### src/rtl/pong_pkg.sv
// rtl/pong_pkg.sv - shared game-flow types and widths for the pong display path
package pong_pkg;

  typedef enum logic [2:0] {
    IDLE      = 3'd0,
    SERVE     = 3'd1,
    PLAY      = 3'd2,
    MISS      = 3'd3,
    GAME_OVER = 3'd4
  } game_state_t;

  localparam int FRAME_TMR_W = 7;
  localparam int LIVES_W     = 2;

endpackage

### src/rtl/frame_timer.sv
// rtl/frame_timer.sv - loadable frame down-counter, expires on a tick at zero
module frame_timer
  import pong_pkg::*;
(
  input  logic                   clk,
  input  logic                   nRst,
  input  logic                   frame_tick,
  input  logic                   load,
  input  logic [FRAME_TMR_W-1:0] load_val,
  output logic                   expire
);

  logic [FRAME_TMR_W-1:0] count;

  // A load wins over a coincident tick, so the entry tick never counts.
  always_ff @(posedge clk or negedge nRst) begin
    if (!nRst) begin
      count <= '0;
    end else if (load) begin
      count <= load_val;
    end else if (frame_tick && (count != '0)) begin
      count <= count - 1'b1;
    end
  end

  assign expire = frame_tick && (count == '0);

endmodule

### src/rtl/lives_tracker.sv
// rtl/lives_tracker.sv - game-flow FSM owning the life count and the displayed lives
module lives_tracker
  import pong_pkg::*;
#(
  parameter logic [LIVES_W-1:0] START_LIVES  = 2'd3,
  parameter int                 SERVE_FRAMES = 60,
  parameter int                 MISS_FRAMES  = 90,
  parameter int                 BLINK_LOG2   = 3
) (
  input  logic               clk,
  input  logic               nRst,
  input  logic               frame_tick,
  input  logic               start,
  input  logic               ball_missed,
  output logic [LIVES_W-1:0] lives,
  output logic               ball_enable,
  output logic               serve,
  output logic               game_over
);

  localparam logic [FRAME_TMR_W-1:0] SERVE_LOAD = FRAME_TMR_W'(SERVE_FRAMES - 1);
  localparam logic [FRAME_TMR_W-1:0] MISS_LOAD  = FRAME_TMR_W'(MISS_FRAMES - 1);

  game_state_t            state, state_n;
  logic [LIVES_W-1:0]     life_cnt, life_n;
  logic [LIVES_W-1:0]     old_cnt, old_n;
  logic [BLINK_LOG2:0]    blink;
  logic                   tmr_load;
  logic [FRAME_TMR_W-1:0] tmr_val;
  logic                   tmr_expire;
  logic                   serve_n;

  frame_timer u_timer (
    .clk        (clk),
    .nRst       (nRst),
    .frame_tick (frame_tick),
    .load       (tmr_load),
    .load_val   (tmr_val),
    .expire     (tmr_expire)
  );

  always_comb begin
    state_n  = state;
    life_n   = life_cnt;
    old_n    = old_cnt;
    tmr_load = 1'b0;
    tmr_val  = SERVE_LOAD;
    serve_n  = 1'b0;
    case (state)
      IDLE: begin
        life_n = START_LIVES;
        if (start) begin
          state_n  = SERVE;
          tmr_load = 1'b1;
        end
      end
      SERVE: begin
        if (tmr_expire) begin
          state_n = PLAY;
          serve_n = 1'b1;
        end
      end
      PLAY: begin
        if (ball_missed) begin
          old_n    = life_cnt;
          life_n   = life_cnt - 1'b1;
          tmr_load = 1'b1;
          tmr_val  = MISS_LOAD;
          state_n  = MISS;
        end
      end
      MISS: begin
        if (tmr_expire) begin
          if (life_cnt == '0) begin
            state_n = GAME_OVER;
          end else begin
            state_n  = SERVE;
            tmr_load = 1'b1;
          end
        end
      end
      GAME_OVER: begin
        if (start) begin
          life_n   = START_LIVES;
          state_n  = SERVE;
          tmr_load = 1'b1;
        end
      end
      default: state_n = IDLE;
    endcase
  end

  always_ff @(posedge clk or negedge nRst) begin
    if (!nRst) begin
      state       <= IDLE;
      life_cnt    <= START_LIVES;
      old_cnt     <= START_LIVES;
      ball_enable <= 1'b0;
      serve       <= 1'b0;
      game_over   <= 1'b0;
    end else begin
      state       <= state_n;
      life_cnt    <= life_n;
      old_cnt     <= old_n;
      ball_enable <= (state_n == PLAY);
      serve       <= serve_n;
      game_over   <= (state_n == GAME_OVER);
    end
  end

  // Display samples pre-edge state, so it only moves on a frame boundary.
  always_ff @(posedge clk or negedge nRst) begin
    if (!nRst) begin
      lives <= START_LIVES;
      blink <= '0;
    end else if (frame_tick) begin
      lives <= ((state == MISS) && blink[BLINK_LOG2]) ? old_cnt : life_cnt;
      blink <= blink + 1'b1;
    end
  end

endmodule

### config.mk
export PLATFORM = sky130hd
export DESIGN_NAME = lives_tracker
export DESIGN_NICKNAME = d
export VERILOG_FILES = /design/src/rtl/pong_pkg.sv /design/src/rtl/frame_timer.sv /design/src/rtl/lives_tracker.sv
export SDC_FILE = /design/constraint.sdc
export NUM_CORES = 1
export LEC_CHECK = 0
export CAP_MARGIN = 20
export CORE_MARGIN = 2
export CORE_UTILIZATION = 35
export DETAILED_ROUTE_END_ITERATION = 10
export GPL_TIMING_DRIVEN = 0
export PLACE_DENSITY = 0.54
export REMOVE_ABC_BUFFERS = 1
export SLEW_MARGIN = 20
export SYNTH_ARGS = -nofsm -noshare
export SYNTH_HDL_FRONTEND = slang
export SYNTH_SLANG_ARGS = --single-unit
### constraint.sdc
create_clock -name clk -period 1.8 [get_ports clk]
set_input_delay 0.18 -clock clk [delete_from_list [all_inputs] [get_ports clk]]
set_output_delay 0.18 -clock clk [all_outputs]
set_load 0.005 [all_outputs]
==> results of run 1 <==
==> power by group through the flow <==
stage | sequential, mW | combinational [mW] | clock, mW
5_1_grt | 0.997 | 0.987 | 0.276
3_3_place_gp | 0.962 | 0.646 | 0
4_1_cts | 0.957 | 0.825 | 0.253
6_report | 0.959 | 0.886 | 0.240
3_5_place_dp | 0.973 | 0.675 | 0
2_1_floorplan | 0.932 | 0.510 | 0
==> final timing paths <==
kind                                    endpoint  slack [ns]  cells past startpoint
worst max-delay path            u_timer.count[1]        0.06                      7
worst min-delay path                    state[0]        0.35                      2
min in group clk                        lives[0]        0.46                      3
worst max register to register  u_timer.count[1]        0.06                      7
worst min register to register          blink[3]        0.48                      1
max in group asynchronous            life_cnt[0]        1.09                      2
==> kinds of logic after synthesis <==
group / count (synthesis)
AO/OA/AOI/OAI: 21
XOR/XNOR: 5
adder cells (fa/ha/maj): 4
buffers and inverters: 11
flip-flops: 23
multiplexers: 7
AND/OR/NAND/NOR: 38
==> flip-flops by register name (all words and copies together), names as in the netlist, 2 cells and up <==
| signal | count |
|---|---|
| old_cnt | 2 |
| state | 3 |
| life_cnt | 2 |
| lives | 2 |
| blink | 4 |
| u_timer.count | 7 |
==> placed cells by master (no fill, tap or decap), drive strengths merged, types with 3 or more instances in the layout <==
| cell type | synthesis | layout |
|---|---|---|
| xnor2 | 4 | 4 |
| nor2 | 7 | 7 |
| mux2i | 5 | 5 |
| ha | 4 | 4 |
| buf | 3 | 9 |
| dfstp | 6 | 6 |
| a21oi | 4 | 4 |
| dfrtp | 17 | 17 |
| nor3 | 5 | 5 |
| inv | 8 | 8 |
| nand2 | 7 | 7 |
| o21ai | 3 | 3 |
| clkbuf | 0 | 3 |
| clkdlybuf4s50 | 0 | 7 |
==> worst register-to-register path, stage by stage (launching register included) <==
cell	delay (ns)
dfrtp_1	0.42
inv_2	0.09
ha_4	0.13
or3b_4	0.40
o41ai_4	0.20
buf_4	0.19
nand3b_1	0.11
o311ai_2	0.10
==> metrics by stage <==
stage | instances | total power, mW | setup WS, ns
after floorplan | 106 | 1.442 | 0.04058
after global placement | 161 | 1.607 | -0.4932
after detailed placement | 161 | 1.648 | -0.5370
after CTS | 171 | 2.036 | 0.01364
after global routing | 174 | 2.260 | -0.006001
final | 174 | 2.085 | 0.06232
==> synthesized netlist by cell type, drive strengths merged, types with 2 or more instances <==
cell and number:
dfstp 6, buf 3, o21ai 3, a21o 2, inv 8, mux2 2
nor2 7, a2bb2oi 2, nor4 2, mux2i 5, o31a 2, a22o 2
nor3 5, ha 4, nor2b 2, or3 2, xnor2 4, dfrtp 17
nand2b 2, nand2 7, a21oi 4
==> cell type report <==
| type | instances | area share [%] |
|---|---|---|
| clock buffers | 3 | 1.515 |
| clock inverters | 1 | 0.3367 |
| inverters | 8 | 2.020 |
| multi-input cells | 75 | 42.68 |
| flip-flops and latches | 23 | 39.23 |
| well taps | 46 | 3.872 |
| repair buffers | 18 | 10.35 |
==> routing by layer <==
metal,GRT usage [%],vias to the layer above
met3,2.162,2
met1,15.79,422
met5,0,-
li1,-,427
met4,5.000,0
met2,22.34,11
==> repair_timing <==
| item | in CTS | in global routing |
|---|---|---|
| setup buffers | 6 | 2 |
| gates resized for setup | 8 | 3 |
| pin swaps | 2 | 4 |
| hold buffers | 0 | 1 |
| hold endpoints to repair | 0 | 17 |
| endpoints found under the setup margin | 10 | 6 |
==> results by stage, run 1 <==
Routing:
- For this block, the initial DRC count from the detailed router was 39.
- The post-route DRC violation count is 0.
- The mean number of vias per cell is 4.954.
- The first-pass iteration count of the detailed router is 4.
- The number of antenna-violating nets in the routed design is 0.
- Wire segments on met2 add up to 1143 um in the final route.
- In the final routing, the length of wire on met1 measures 1070 um.
- In the final routed layout, each cell accounts on average for 13.22 um.
- The detailed-routed wire length on met3 is 59 um.
- The final route contains 862 vias.
- The post-detailed-routing wire length is 2301 um.
- The highest routing layer actually used is met4.

Timing:
- In the final timing run, aggregate negative setup slack is 0 ns.
- Setup repair after global routing could not meet its margin everywhere.
- The maximum clock skew at final layout is 0.009290 ns.
- The worst path in the final design needs a cycle of 1.738 ns, including I/O delays and setup.
- The actual transition at the worst max-transition pin is 0.5060 ns.
- The minimum hold slack is 0.3523 ns.
- Based on the critical path, the design can be clocked at up to 575.5 MHz.
- Setup violations remaining at the end of the flow were counted as 0.
- The number of hold violations in the final report was 0.
- The total count of max-transition violations in the final report is 0.
- Measured against its own limit, the worst slew margin works out to 66.26%.
- The post-route fraction of the period consumed by the critical path is 96.54%.

Cells and area:
- 0 antenna diodes ended up in the layout.
- Summing all multi-input logic gate instances after layout gives 634.4 um^2.
- The net count of the finished layout is 138.
- Cells fill 44.54% of the core in the end.
- The final instance area is 0.001486 mm^2.
- The area used by sequential logic in the layout is 583.1 um^2.
- Counting the fill cells in the layout gives 327.
- The ratio of cells with drive above 1 in the final layout is 26.56%.
- The area growth from synthesis to layout is 22.35%.

Die:
- The die height is 62.92 um.
- The site row count is 21.
- The effective utilization at floorplan is 36.41%.
- The die extent in x is 62.92 um.
- The number of I/O pins is 10.
- The area inside the core boundary is 0.003337 mm^2.
- The die footprint is 0.003958 mm^2.

Synthesis:
- By area, the combinational part of the netlist is dominated by simple AND/OR/NAND/NOR gates.
- Ranked by total cell area, the synthesized netlist is headed by dfrtp_1, dfstp_2, ha_1, mux2i_1, xnor2_1.
- After technology mapping, the gate count stands at 109.
- The per-instance average area after synthesis is 11.15 um^2.
- The post-synthesis mux area share is 5.973%.
- In the synthesized netlist the async set-or-reset flop fraction comes to 100.0%.
- The synthesized netlist devotes 3.605% of its cell area to XOR and XNOR gates.
- In the synthesized netlist the dominant register cell turns out to be dfrtp_1.
- The count of state elements after synthesis is 23.
- The cell area that synthesis handed to floorplanning was 0.001215 mm^2.
- The post-synthesis compound-gate area fraction is 14.01%.
- The number of distinct library cells after synthesis is 44.
- The cell type with the highest aggregate area in the netlist is dfrtp_1.
- The yosys synthesis warning count is 0.
- The adder and majority cell fraction of the synthesized area is 4.119%.
- The simple-gate area share of the yosys netlist is 20.19%.
- The sequential cell area fraction in the yosys report is 47.99%.
- The top cell type by area accounts for 35.02% of the synthesized area.
- The synthesized design contains 0 enable-type register cells.

Setup path:
- The category of the worst setup path capture point is a register.
- The critical path goes through inv_2, ha_4, or3b_4, o41ai_4, buf_4, nand3b_1, o311ai_2.
- For the worst setup path, the data required time is 2.01 ns.
- Data arrives at the worst endpoint at 1.95 ns.
- In this run the worst setup path begins at u_timer.count[1].
- The highest fanout seen on the critical path is 5.
- The startpoint-to-endpoint class of the critical path is register to register.
- The slowest stage of the critical path is the dfrtp_1 cell.
- The critical register-to-register path startpoint is u_timer.count[1].
- The category of the worst setup path launch point is a register.
- For this run, the slowest stage of the critical path takes 0.42 ns.
- Broken down by cell family, the worst path's largest delay share belongs to simple AND/OR/NAND/NOR gates.
- The sum of buffers and inverters on the critical path is 2.

Power:
- Of the total power, the share spent switching nets is 36.01%.
- Summed over all nets, the switching power comes to 0.7506 mW.
- The clock network fraction of total power is 11.5%.
- IR analysis of the VDD net gives a maximum drop of 0.3975 mV.
- The share of total power dissipated in sequential elements is 46.0%.
- Summed over all cells, the static leakage comes to 0.6647 nW.
- The internal power contribution is 1.334 mW.
- Of the total power, combinational logic draws 42.5%.
- For this design the ratio of total power to cell area is 1402 mW/mm^2.

CTS:
- Counting along the longest clock path gives a buffer depth of 2.
- The H-tree depth reported by CTS is 1.
- The insertion delay to the later sink of the worst-skew pair is 0.31 ns.
- The number of clock buffers added by TritonCTS is 3.
- The cell sitting at the root of the clock tree is a clkbuf_4.
- The CTS tree is yes.
- The clock slew seen by the registers of the worst setup and hold paths is 0.13 ns.
- Counting every sink on the clock net gives 23.

Place:
- The count of buffers added on input and output ports is 9.
- The placed wire-length estimate is 1613 um.
- Summing all placed instances gives a cell area of 0.001343 mm^2.
- Routability-driven placement finished with a final weighted congestion of 0.7615.

Global routing:
- The global-route wire length before repair is 4050 um.
- The overall track demand over capacity in global routing is 12.86%.
- The number of antenna violations at the first check in global routing is 0.
- The via count of the first global-routing pass is 877.
- The total congestion overflow after global routing is 0.
- Entering global routing, the biggest net connects 24 pins.

Job:
- The reported max-cap violation count is 0.

Worst hold path:
- The worst hold path class is primary input to async pin.

Run status:
- The flow ran to the end, and the final reports show no timing, DRC or antenna violations.
Power figures use the tool's default switching activity.
==> run 2, diff against run 1 <==
--- a/config.mk
+++ b/config.mk
@@ -10,7 +10,7 @@
 export CORE_UTILIZATION = 35
 export DETAILED_ROUTE_END_ITERATION = 10
 export GPL_TIMING_DRIVEN = 0
-export PLACE_DENSITY = 0.54
+export PLACE_DENSITY = 0.65
 export REMOVE_ABC_BUFFERS = 1
 export SLEW_MARGIN = 20
 export SYNTH_ARGS = -nofsm -noshare
==> run 2 against run 1 <==
Net effect: global-route usage is 1.6 points higher; worst hold slack worse by 0.0026 ns; count of clock-buffer cells in the layout is 1 higher; largest cell class unchanged; largest power group is now combinational cells; cell area is 3.9% higher; final cell count is 3.4% higher.
==> results by stage, run 2 (same netlist as run 1, synthesis figures left out) <==
Run status:
- The flow ran to the end, and the final reports show no timing, DRC or antenna violations.

CTS:
- In this run the number of H-tree levels came out at 1.
- The CTS buffer count is 3.
- At the later pin of the worst-skew pair, clock insertion delay measures 0.31 ns.
- The tree is rooted in a clkbuf_4.
- After clock tree synthesis, the clock-pin slew on the worst setup and hold paths is 0.13 ns.
- TritonCTS built the clock tree.
- The clock drives 23 sinks.
- Counting along the longest clock path gives a buffer depth of 2.

Setup path:
- The category of the worst setup path capture point is a register.
- The category of the worst setup path launch point is a register.
- The critical register-to-register path startpoint is life_cnt[1].
- For the worst setup path, the data arrival time is 2.06 ns.
- The number of cells on the worst reg-to-reg path is 6.
- The worst register-to-register path ends at u_timer.count[6].
- The critical path in this run is classified as register to register.
- Data on the critical path is required at its endpoint by 2.06 ns.
- In this run the worst path has a maximum fanout of 4.
- For flop-to-flop paths, the worst setup slack is 0.006 ns.

Die:
- The site row count is 21.
- The die height is 62.92 um.
- The number of I/O pins is 10.
- In this run the horizontal extent of the chip is 62.92 um.
- The die covers 0.003958 mm^2.
- The initial utilization of the core area, before any placement, comes to 36.41%.
- In this run the standard cell core region covers 0.003337 mm^2.

Place:
- Buffers placed on the I/O ports in this run total 9.
- The final weighted congestion in routability-driven placement is 0.7816.
- The placed wire-length estimate is 1662 um.
- The worst slack at placement is -0.4940 ns.

Routing:
- The routed design has 2679 um of wire.
- The wire length per cell is 14.88 um.
- The mean number of vias per cell is 5.206.
- The routed layout has 937 vias.
- The number of antenna-violating nets in the routed design is 0.
- The post-route DRC violation count is 0.
- The first detailed-routing pass took 4 iterations.
- The initial detailed-routing violation count is 44.

Timing:
- The number of hold violations in the final report came to 0.
- Clock skew on the completed layout was measured at 0.003081 ns.
- The total count of max-transition violations in the final report is 0.
- The minimum hold slack is 0.3497 ns.
- Setup slack closes at 0.006150 ns.
- Derived from the worst setup path, the maximum achievable clock frequency is 557.5 MHz.
- Setup violations remaining at the end of the flow were counted as 0.
- The worst path needs 1.794 ns of the cycle, external delays included.
- The worst-case headroom to the max-slew limit is 65.87%.
- Setup repair after global routing could not meet its margin everywhere.
- The post-route fraction of the period consumed by the critical path is 99.66%.
- At the pin with the least slew margin, the transition time is 0.5120 ns.

Power:
- In this run the static leakage power is 0.6873 nW.
- The internal power of the cells totals 1.411 mW.
- Registers are responsible for 43.6% of the overall power.
- Across the VDD grid, the largest voltage drop is 0.7244 mV.
- The clock network fraction of total power is 11.1%.
- Net switching is 36.98% of the power.
- The net switching power of the design is 0.8279 mW.
- The completed layout was analyzed and its total power is 2.239 mW.
- In this run the power density over the cells is 1450 mW/mm^2.
- Of the total power, combinational logic draws 45.3%.

Global routing:
- The via count of the first global-routing pass is 921.
- For this run the aggregate overflow at the end of global routing stands at 0.
- The number of antenna violations at the first check in global routing is 0.
- Entering global routing, the biggest net connects 24 pins.
- The first global-routing pass estimated 4498 um of wire.
- The overall track demand over capacity in global routing is 14.42%.

Cells and area:
- Relative to the synthesized area, the layout overhead comes to 27.09%.
- At the end of the flow the core is filled with cells to 46.27%.
- The repair_antennas step left the layout with diodes totalling 0.
- The most common library cell in the layout ignoring fill and taps is dfrtp_1.
- The register ranked first by flip-flop count is u_timer.count.
- Of the cells placed in the final design, the portion with a size suffix greater than 1 is 30.60%.
- In the layout the commonest cells are dfrtp_1, buf_4, nand2_1, clkdlybuf4s50_1.
- In the final layout, the registers with the most flip-flops are u_timer.count x7, blink x4, state x3.
- The net count of the finished layout is 144.
- The flip-flop count of the largest register after layout is 7.

Worst hold path:
- In this run the worst hold path is classified as primary input to async pin.

Job:
- Across the run, the number of max-cap violations was 0.
run 2: worst max-delay path, stage by stage, from the launching register on:
cell      delay (ns)
dfstp_2         0.58
inv_2           0.05
ha_4            0.16
nor4bb_4        0.42
mux2i_1         0.14
nor4_1          0.25
o31a_1          0.16
run 2: metal layers:
| layer | share of wire, % | vias up | track usage, % | wire, um |
|---|---|---|---|---|
| met2 | 51 | 33 | 23.94 | 1356 |
| li1 | - | 440 | - | - |
| met1 | 41 | 452 | 16.67 | 1109 |
| met5 | 0 | - | 0 | 0 |
| met4 | 3.0 | 0 | 7.222 | 80 |
| met3 | 4.9 | 12 | 4.505 | 132 |
run 2: worst max-delay path by stage:
stage	startpoint	end	slack, ns
after floorplan	life_cnt[0]	u_timer.count[6]	0.04
after global placement	frame_tick	u_timer.count[6]	-0.45
after detailed placement	frame_tick	u_timer.count[6]	-0.49
after CTS	u_timer.count[1]	u_timer.count[0]	-0.03
after global routing	life_cnt[1]	u_timer.count[6]	-0.07
final	life_cnt[1]	u_timer.count[6]	0.006
run 2: metrics by stage:
step                       TNS, ns  cells  instance area [um^2]
after floorplan                  0    106                  1195
after global placement      -4.337    161                  1343
after detailed placement    -4.803    161                  1343
after CTS                 -0.07738    172                  1463
after global routing       -0.1003    180                  1544
final                            0    180                  1544
run 2: repair_timing:
item,4_1_cts,5_1_grt
setup endpoints to repair,10,6
endpoints found under the hold margin,0,17
setup buffers,7,7
gates resized for setup,10,5
pin swaps,6,5
hold buffers,0,1
run 2: layout make-up:
type                       count  area, um^2
clock buffer                   4       26.28
fill                         323        1793
inverter                       8       30.03
multi-input combinational     75       644.4
sequential                    23       583.1
tap                           46       57.56
timing repair buffer          24       202.7
run 2: power groups by stage:
stage	logic, mW	registers, mW	clock network (mW)
after floorplan	0.510	0.932	0
after global placement	0.636	0.964	0
after detailed placement	0.671	0.989	0
after CTS	0.860	0.971	0.258
after global routing	1.13	0.999	0.282
final	1.01	0.976	0.249
